<file path="config.mk">
export PLATFORM = sky130hd
export DESIGN_NAME = seq_step_fsm
export DESIGN_NICKNAME = d
export VERILOG_FILES = /design/src/rtl/seq_step_fsm_pkg.sv /design/src/rtl/seq_step_fsm_dwell_counter.sv /design/src/rtl/seq_step_fsm.sv
export SDC_FILE = /design/constraint.sdc
export NUM_CORES = 1
export LEC_CHECK = 0
export CAP_MARGIN = 5
export CORE_MARGIN = 2
export CORE_UTILIZATION = 41
export CTS_CLUSTER_DIAMETER = 50
export DETAILED_ROUTE_END_ITERATION = 8
export PLACE_DENSITY = 0.77
export SLEW_MARGIN = 20
export SYNTH_ARGS = -nofsm -noshare
export SYNTH_HDL_FRONTEND = slang
export SYNTH_SLANG_ARGS = --single-unit
export TNS_END_PERCENT = 5
</file>
<file path="constraint.sdc">
create_clock -name clk -period 3.1 [get_ports clk]
set_clock_uncertainty 0.15 [all_clocks]
set_input_delay 0.775 -clock clk [delete_from_list [all_inputs] [get_ports clk]]
set_output_delay 0.775 -clock clk [all_outputs]
set_load 0.02 [all_outputs]
</file>
<file path="src/rtl/seq_step_fsm_pkg.sv">
// Shared encodings and sizing helpers for the step sequencer.
package seq_step_fsm_pkg;

    localparam int STATE_W = 8;

    typedef enum logic [STATE_W-1:0] {
        IDLE  = 8'd0,
        START = 8'd1,
        RUN   = 8'd2,
        END   = 8'd3
    } state_t;

    // A single-step sequencer still needs a one-bit index port.
    function automatic int stepIdxW(input int numSteps);
        return (numSteps > 1) ? $clog2(numSteps) : 1;
    endfunction

endpackage

</file>
<file path="src/rtl/seq_step_fsm_dwell_counter.sv">
// Load/decrement dwell counter; sticks at zero until reloaded.
module dwell_counter #(
    parameter int DWELL_W = 8
) (
    input  logic               clk,
    input  logic               rst,
    input  logic               load,
    input  logic [DWELL_W-1:0] load_val,
    input  logic               en,
    output logic               zero
);

    logic [DWELL_W-1:0] cnt;

    always_ff @(posedge clk) begin
        if (rst) begin
            cnt <= '0;
        end else if (load) begin
            cnt <= load_val;
        end else if (en && (cnt != '0)) begin
            cnt <= cnt - DWELL_W'(1);
        end
    end

    assign zero = (cnt == '0);

endmodule

</file>
<file path="src/rtl/seq_step_fsm.sv">
// Step sequencer: captures a seed, then adds STEP_INC once per dwell period
// for NUM_STEPS steps, optionally looping back to recapture.
//
// state | meaning
// IDLE  | waiting for start
// START | capture in1 and dwell, clear step index
// RUN   | count dwell, advance out1 on each step event
// END   | pass complete; loop_en chooses START or IDLE
module seq_step_fsm
    import seq_step_fsm_pkg::*;
#(
    parameter int          DATA_W    = 32,
    parameter int          NUM_STEPS = 4,
    parameter int          DWELL_W   = 8,
    parameter int unsigned STEP_INC  = 1
) (
    input  logic                             clk,
    input  logic                             rst,
    input  logic                             start,
    input  logic                             abort,
    input  logic                             loop_en,
    input  logic [DWELL_W-1:0]               dwell,
    input  logic [DATA_W-1:0]                in1,
    output logic [DATA_W-1:0]                out1,
    output logic                             out_valid,
    output logic [stepIdxW(NUM_STEPS)-1:0]   step_idx,
    output logic                             busy,
    output logic                             done,
    output logic [STATE_W-1:0]               fsm_state
);

    localparam int                IDX_W    = stepIdxW(NUM_STEPS);
    localparam logic [DATA_W-1:0] INC      = DATA_W'(STEP_INC);
    localparam logic [IDX_W-1:0]  LAST_IDX = IDX_W'(NUM_STEPS - 1);

    state_t             state;
    logic [DWELL_W-1:0] dwellLat;
    logic [DWELL_W-1:0] loadVal;
    logic               cntZero;
    logic               cntLoad;
    logic               cntEn;
    logic               stepEvt;
    logic               isLast;

    // Abort suppresses a coincident step event entirely.
    assign stepEvt = (state == RUN) && cntZero && !abort;
    assign isLast  = (step_idx == LAST_IDX);
    assign cntLoad = ((state == START) && !abort) || (stepEvt && !isLast);
    assign cntEn   = (state == RUN) && !abort;
    assign loadVal = (state == START) ? dwell : dwellLat;

    dwell_counter #(
        .DWELL_W(DWELL_W)
    ) uDwellCnt (
        .clk     (clk),
        .rst     (rst),
        .load    (cntLoad),
        .load_val(loadVal),
        .en      (cntEn),
        .zero    (cntZero)
    );

    always_ff @(posedge clk) begin
        if (rst) begin
            state     <= IDLE;
            out1      <= '0;
            out_valid <= 1'b0;
            step_idx  <= '0;
            busy      <= 1'b0;
            done      <= 1'b0;
            dwellLat  <= '0;
        end else begin
            out_valid <= 1'b0;
            done      <= 1'b0;
            unique case (state)
                IDLE: begin
                    if (start && !abort) begin
                        state <= START;
                        busy  <= 1'b1;
                    end
                end
                START: begin
                    if (abort) begin
                        state <= IDLE;
                        busy  <= 1'b0;
                    end else begin
                        out1     <= in1;
                        step_idx <= '0;
                        dwellLat <= dwell;
                        state    <= RUN;
                    end
                end
                RUN: begin
                    if (abort) begin
                        state <= IDLE;
                        busy  <= 1'b0;
                    end else if (stepEvt) begin
                        out1      <= out1 + INC;
                        out_valid <= 1'b1;
                        if (isLast) begin
                            state <= END;
                            done  <= 1'b1;
                        end else begin
                            step_idx <= step_idx + IDX_W'(1);
                        end
                    end
                end
                END: begin
                    if (abort || !loop_en) begin
                        state <= IDLE;
                        busy  <= 1'b0;
                    end else begin
                        state <= START;
                    end
                end
                default: begin
                    state <= IDLE;
                    busy  <= 1'b0;
                end
            endcase
        end
    end

    assign fsm_state = state;

endmodule

</file>
== Word-level counts from Yosys, hierarchy flattened ==
Index checks and enable logic that the tools add are counted.
Word-level totals
  register bits: 61
  latch bits: 0
  memory bits (writable): 0
  memory bits (read-only): 0
  input bits: 45
  output and inout port bits: 45
  word-level logic and storage cells: 77
  memories: 0
Cells by class
  $add $sub $neg: 3
  multipliers: 0
  div/mod/pow operators: 0
  magnitude comparators: 0
  eq/ne operators: 13
  shift-type cells: 0
  muxes and demuxes: 25
  bitwise operators: 3
  reductions and logical operators: 25
Operators with widths (number)
  $mux 32: 3
  $pmux 32 s2: 1
  $mux 8: 7
  $add 32x1->32 const B: 1
  $pmux 8 s4: 1
  $eq 8x2->1 const B: 2
  $logic_not 8->1: 2
  $ne 2x2->1 const B: 6
  $mux 2: 5
  $eq 8x1->1 const B: 1
  $reduce_bool 8->1: 1
  $sub 8x1->8 const B: 1
  $logic_and 1x1->1: 7
  $mux 1: 6
  $ne 3x3->1 const B: 2
  $reduce_and 3->1: 2
  $reduce_and 5->1: 1
  $pmux 2 s2: 1
  $reduce_and 4->1: 1
  $reduce_bool 2->1: 2
  $reduce_or 4->1: 1
  $logic_not 1->1: 3
  $not 1->1: 3
  $pmux 1 s3: 1
  other kinds (7): 8

== Longest topological paths before layout ==
  word-level depth: 6
  depth in mapped cells: 10
  depth with buffers taken out: 7

== Cells and area by module ==
A second synthesis with hierarchy kept.
Second synthesis, totals
  cells, all modules: 443
  area, all modules: 3493.4 um^2
Modules (own cells, without submodules)
  seq_step_fsm: times used 1, cells an instance 384, area each 2977.9 um^2, seq. area each 940.9 um^2
  dwell_counter: times used 1, cells an instance 59, area each 515.5 um^2, seq. area each 160.2 um^2

== Worst setup path before layout ==
No wires, ideal clock.
  path kind: in2reg
  start: input abort
  end: register uDwellCnt.cnt[4]
  setup time: 0.070 ns
  arrival: 2.208 ns
  required time: 2.880 ns
  setup slack: 0.672 ns
  cell stages on the path: 7
  path buffers: 2
  cells stage by stage: buf_2 > nor2b_1 > clkbuf_1 > a211oi_1 > and2_1 > a22oi_1 > a21oi_1
Between the ends
  cells in the longest elaborated chain, start to end: 5
Ends and longest elaborated chain
  start, declared: RTL line seq_step_fsm.sv:20  | input logic abort,
  $logic_not 1->1 (*): RTL line seq_step_fsm.sv:46, seq_step_fsm.sv:48, seq_step_fsm.sv:49
  $logic_and 1x1->1: RTL line seq_step_fsm.sv:46  | assign stepEvt = (state == RUN) && cntZero && !abort;
  $logic_and 1x1->1: RTL line seq_step_fsm.sv:48  | assign cntLoad = ((state == START) && !abort) || (stepEvt && !isLast);
  $logic_or 1x1->1: RTL line seq_step_fsm.sv:48
  $mux 8 / $reduce_bool 2->1 (equally long branches)
  end signal, assigned: RTL line seq_step_fsm_dwell_counter.sv:19  | cnt <= load_val;
  end signal, assigned: RTL line seq_step_fsm_dwell_counter.sv:21  | cnt <= cnt - DWELL_W'(1);
  end, declared: RTL line seq_step_fsm_dwell_counter.sv:13  | logic [DWELL_W-1:0] cnt;
Every way passes the cells marked *; elsewhere a longest branch is shown, timed or not.
A chain may end at the register's enable or synchronous reset.

== Final worst setup path ==
  start: input abort
  end: register out1[31]
Between the ends
  cells in the longest elaborated chain, start to end: 4
Ends and longest elaborated chain
  $logic_not 1->1: RTL line seq_step_fsm.sv:46
  $logic_and 1x1->1: RTL line seq_step_fsm.sv:46
  $ne 2x2->1 (no line)
  $reduce_and 4->1 (no line) (*)
  end signal, assigned: RTL line seq_step_fsm.sv:87  | out1 <= in1;
  end signal, assigned: RTL line seq_step_fsm.sv:98  | out1 <= out1 + INC;
  end, declared: RTL line seq_step_fsm.sv:24  | output logic [DATA_W-1:0] out1,
Marked as above.

==> results.py <==
metrics = {
    "critical_path": {
        "start_kind": "primary input",
        "crit_slowest_cell": "clkdlybuf4s50_1",
        "end_kind": "flip-flop",
        "path_cells": "clkdlybuf4s50_1, inv_1, a31o_2, nand2_1, or4_1, a221oi_2",
        "critPathTopFamily": "buffers and inverters",
        "cp_max_fo": 9,
        "arrival_ns": 2.59,
        "required_ns": 3.18,
        "critPathMaxStageDelay_ns": 0.56,
        "worst-path-buf-inv": 2,
        "critPathKind": "in -> reg",
    },
    "global_route": {
        "antenna_found_initial": 0,
        "first_global_vias": 3425,
        "grt_overflow": 0,
        "grt_pass1_wl_um": 16190,
        "track_usage_pct": 22.27,
        "grt_max_degree": 28,
    },
    "clocking": {
        "ctsHoldBuffers": 0,
        "worstSkewPairLatency_ns": 0.32,
        "htreeDepth": 2,
        "clk_pin_slew_ns": 0.11,
        "postCtsResizedCells": 0,
        "clockBufferDepth": 2,
        "post_cts_buffers": 0,
        "cts_buffers": 5,
        "cts_tree": "done",
        "cts_root_buf": "clkbuf_8",
        "cts.sinks": 55,
    },
    "floorplanning": {
        "die_area_um2": 8995,
        "start_util_pct": 41.81,
        "die_w_um": 94.84,
        "ios": 90,
        "row_count": 33,
        "fp.coreArea_um2": 8093,
        "die_h_um": 94.84,
    },
    "logic_synthesis": {
        "ys_async_sr_fraction_pct": 0,
        "synth_seq_cells": 55,
        "synth_seq_area_share_pct": 32.54,
        "synth_most_common_cell": "nand2_1",
        "synthTopCellsByArea": "dfxtp_1, a21oi_1, nand2_1, o21ai_0, nor2_1",
        "synthDominantCellAreaShare_pct": 32.54,
        "synthTopCellsByCount": "nand2_1, dfxtp_1, a21oi_1",
        "synth_edf_count": 0,
        "ys.flop_type": "dfxtp_1",
        "yosysUniqueCellTypes": 60,
        "yosysWarnings": 0,
        "avgSynthCellArea_um2": 7.654,
        "synth_top_cell_by_area": "dfxtp_1",
        "synth_area_um2": 3383,
        "syn_inst": 442,
    },
    "sta": {
        "setup_viol": 0,
        "worst_slew_pin_slew_ns": 0.6896,
        "finalMaxSlewViolations": 0,
        "rsz0062_at_grt": "false",
        "max_slew_margin_pct": 53.60,
        "fin_worst_hold_slack_ns": 0.3161,
        "post-route-min-period_ns": 2.503,
        "finalSetupTns_ns": 0,
        "fin_crit_sh_pct": 80.73,
        "hold_viol_final": 0,
        "max_freq_mhz": 399.6,
    },
    "drt": {
        "wirelength_um": 10200,
        "drt_first_iter_violations": 245,
        "first_pass_iters": 5,
        "viasPerCell": 6.066,
        "antenna_left": 0,
        "remaining_drc_errors": 0,
        "via_count": 3779,
        "wl_per_cell_um": 16.37,
    },
    "final_layout": {
        "fin_nets": 570,
        "drive_above_1_share_pct": 8.301,
        "diodes": 0,
        "post-route-util_pct": 54.38,
        "fin_area_um2": 4400,
        "areaGrowthSynthToFinish_pct": 30.07,
    },
    "power_and_ir_drop": {
        "power_w": 0.003996,
        "ir_drop_v": 0.0004035,
        "power.density_nw_per_um2": 908.1,
        "leakage_nw": 1.469,
    },
    "place": {
        "dp_hpwl_um": 7358,
        "postPlaceCellArea_um2": 4304,
        "io_buffers": 83,
        "place.gp.congestion": 0.8797,
    },
    "flow_run": {
        "drv_cap": 0,
    },
    "run_status": {
        "status": "finished clean",
    },
    "min_path": {
        "min_path_type": "reg -> reg",
    },
}
## cell type report
cell class,count,area (um2)
flip-flops and latches,55,1101
multi-input cells,342,2088
fillers,785,3692
clock inverters,3,27.53
clock buffers,5,68.82
well taps,105,131.4
inverters,18,67.56
repair buffers,95,915.9
## cells in the final DEF, fill, tap and decap left out, types with 3 or more instances in the layout
cell / count
clkdlybuf4s50_1: 82
nand2_1: 59
dfxtp_1: 55
a21oi_1: 52
nor2_1: 29
o21ai_0: 23
nand3_1: 18
inv_1: 17
a211oi_1: 12
buf_4: 12
nor3_1: 11
nor4_1: 10
o32ai_1: 9
a31oi_1: 7
mux2_2: 7
nand4_1: 7
ha_1: 7
and2_1: 6
and3_1: 6
o22ai_1: 6
conb_1: 6
nor2b_1: 5
mux2i_1: 5
clkbuf_8: 5
o31a_1: 4
a22oi_1: 3
o221a_2: 3
o31ai_1: 3
or4_1: 3
## cells by family after synthesis
kind of cell             count (synthesis)  synth area share, %
AND/OR/NAND/NOR                        169                25.56
AO/OA/AOI/OAI                          145                28.14
flip-flops                              55                32.54
buffers and inverters                   50                6.361
multiplexers                            12                3.809
adder cells (fa/ha/maj)                  8                2.959
XOR/XNOR                                 2               0.5178
other                                    1               0.1108
## registers in the layout, summed over array words and instances, names as in the netlist
name           flops
done               1
step_idx           2
uDwellCnt.cnt      8
busy               1
fsm_state          2
out1              32
out_valid          1
dwellLat           8
## worst paths after layout
check / start / to / slack (ns) / depth (start not counted)
worst min-delay path: dwellLat[2] / dwellLat[2] / 0.32 / 2
worst min register to register: dwellLat[2] / dwellLat[2] / 0.32 / 2
worst max-delay path: abort / out1[31] / 0.60 / 6
worst max register to register: out1[13] / out1[31] / 0.62 / 5
## stage by stage
stage | std cells | setup slack, ns
5_1_grt | 623 | 0.4269
2_1_floorplan | 447 | 0.6718
4_1_cts | 623 | 0.6157
3_3_place_gp | 615 | 0.3590
3_5_place_dp | 615 | 0.2982
6_report | 623 | 0.5975
## worst min-delay path: stages, from the launching register on
cell and delay (ns):
dfxtp_1 0.33, nand2_1 0.05, a21oi_1 0.05
## routing by layer
metal / share of wire, % / track usage, % / vias up / wire (um)
met5: 0 / 0 / - / 0
met4: 1.9 / 7.246 / 0 / 196
met3: 8.0 / 3.512 / 22 / 821
met2: 49 / 38.30 / 195 / 4981
met1: 41 / 28.42 / 1778 / 4202
li1: - / - / 1784 / -
## report_power, final
part	total (W)	internal, W	switching (W)	leakage, nW
Sequential	0.00130	0.000952	0.000346	0.449
Combinational	0.00226	0.000983	0.00128	0.974
Clock	0.000435	0.000167	0.000268	0.0463
Power figures use the tool's default switching activity.
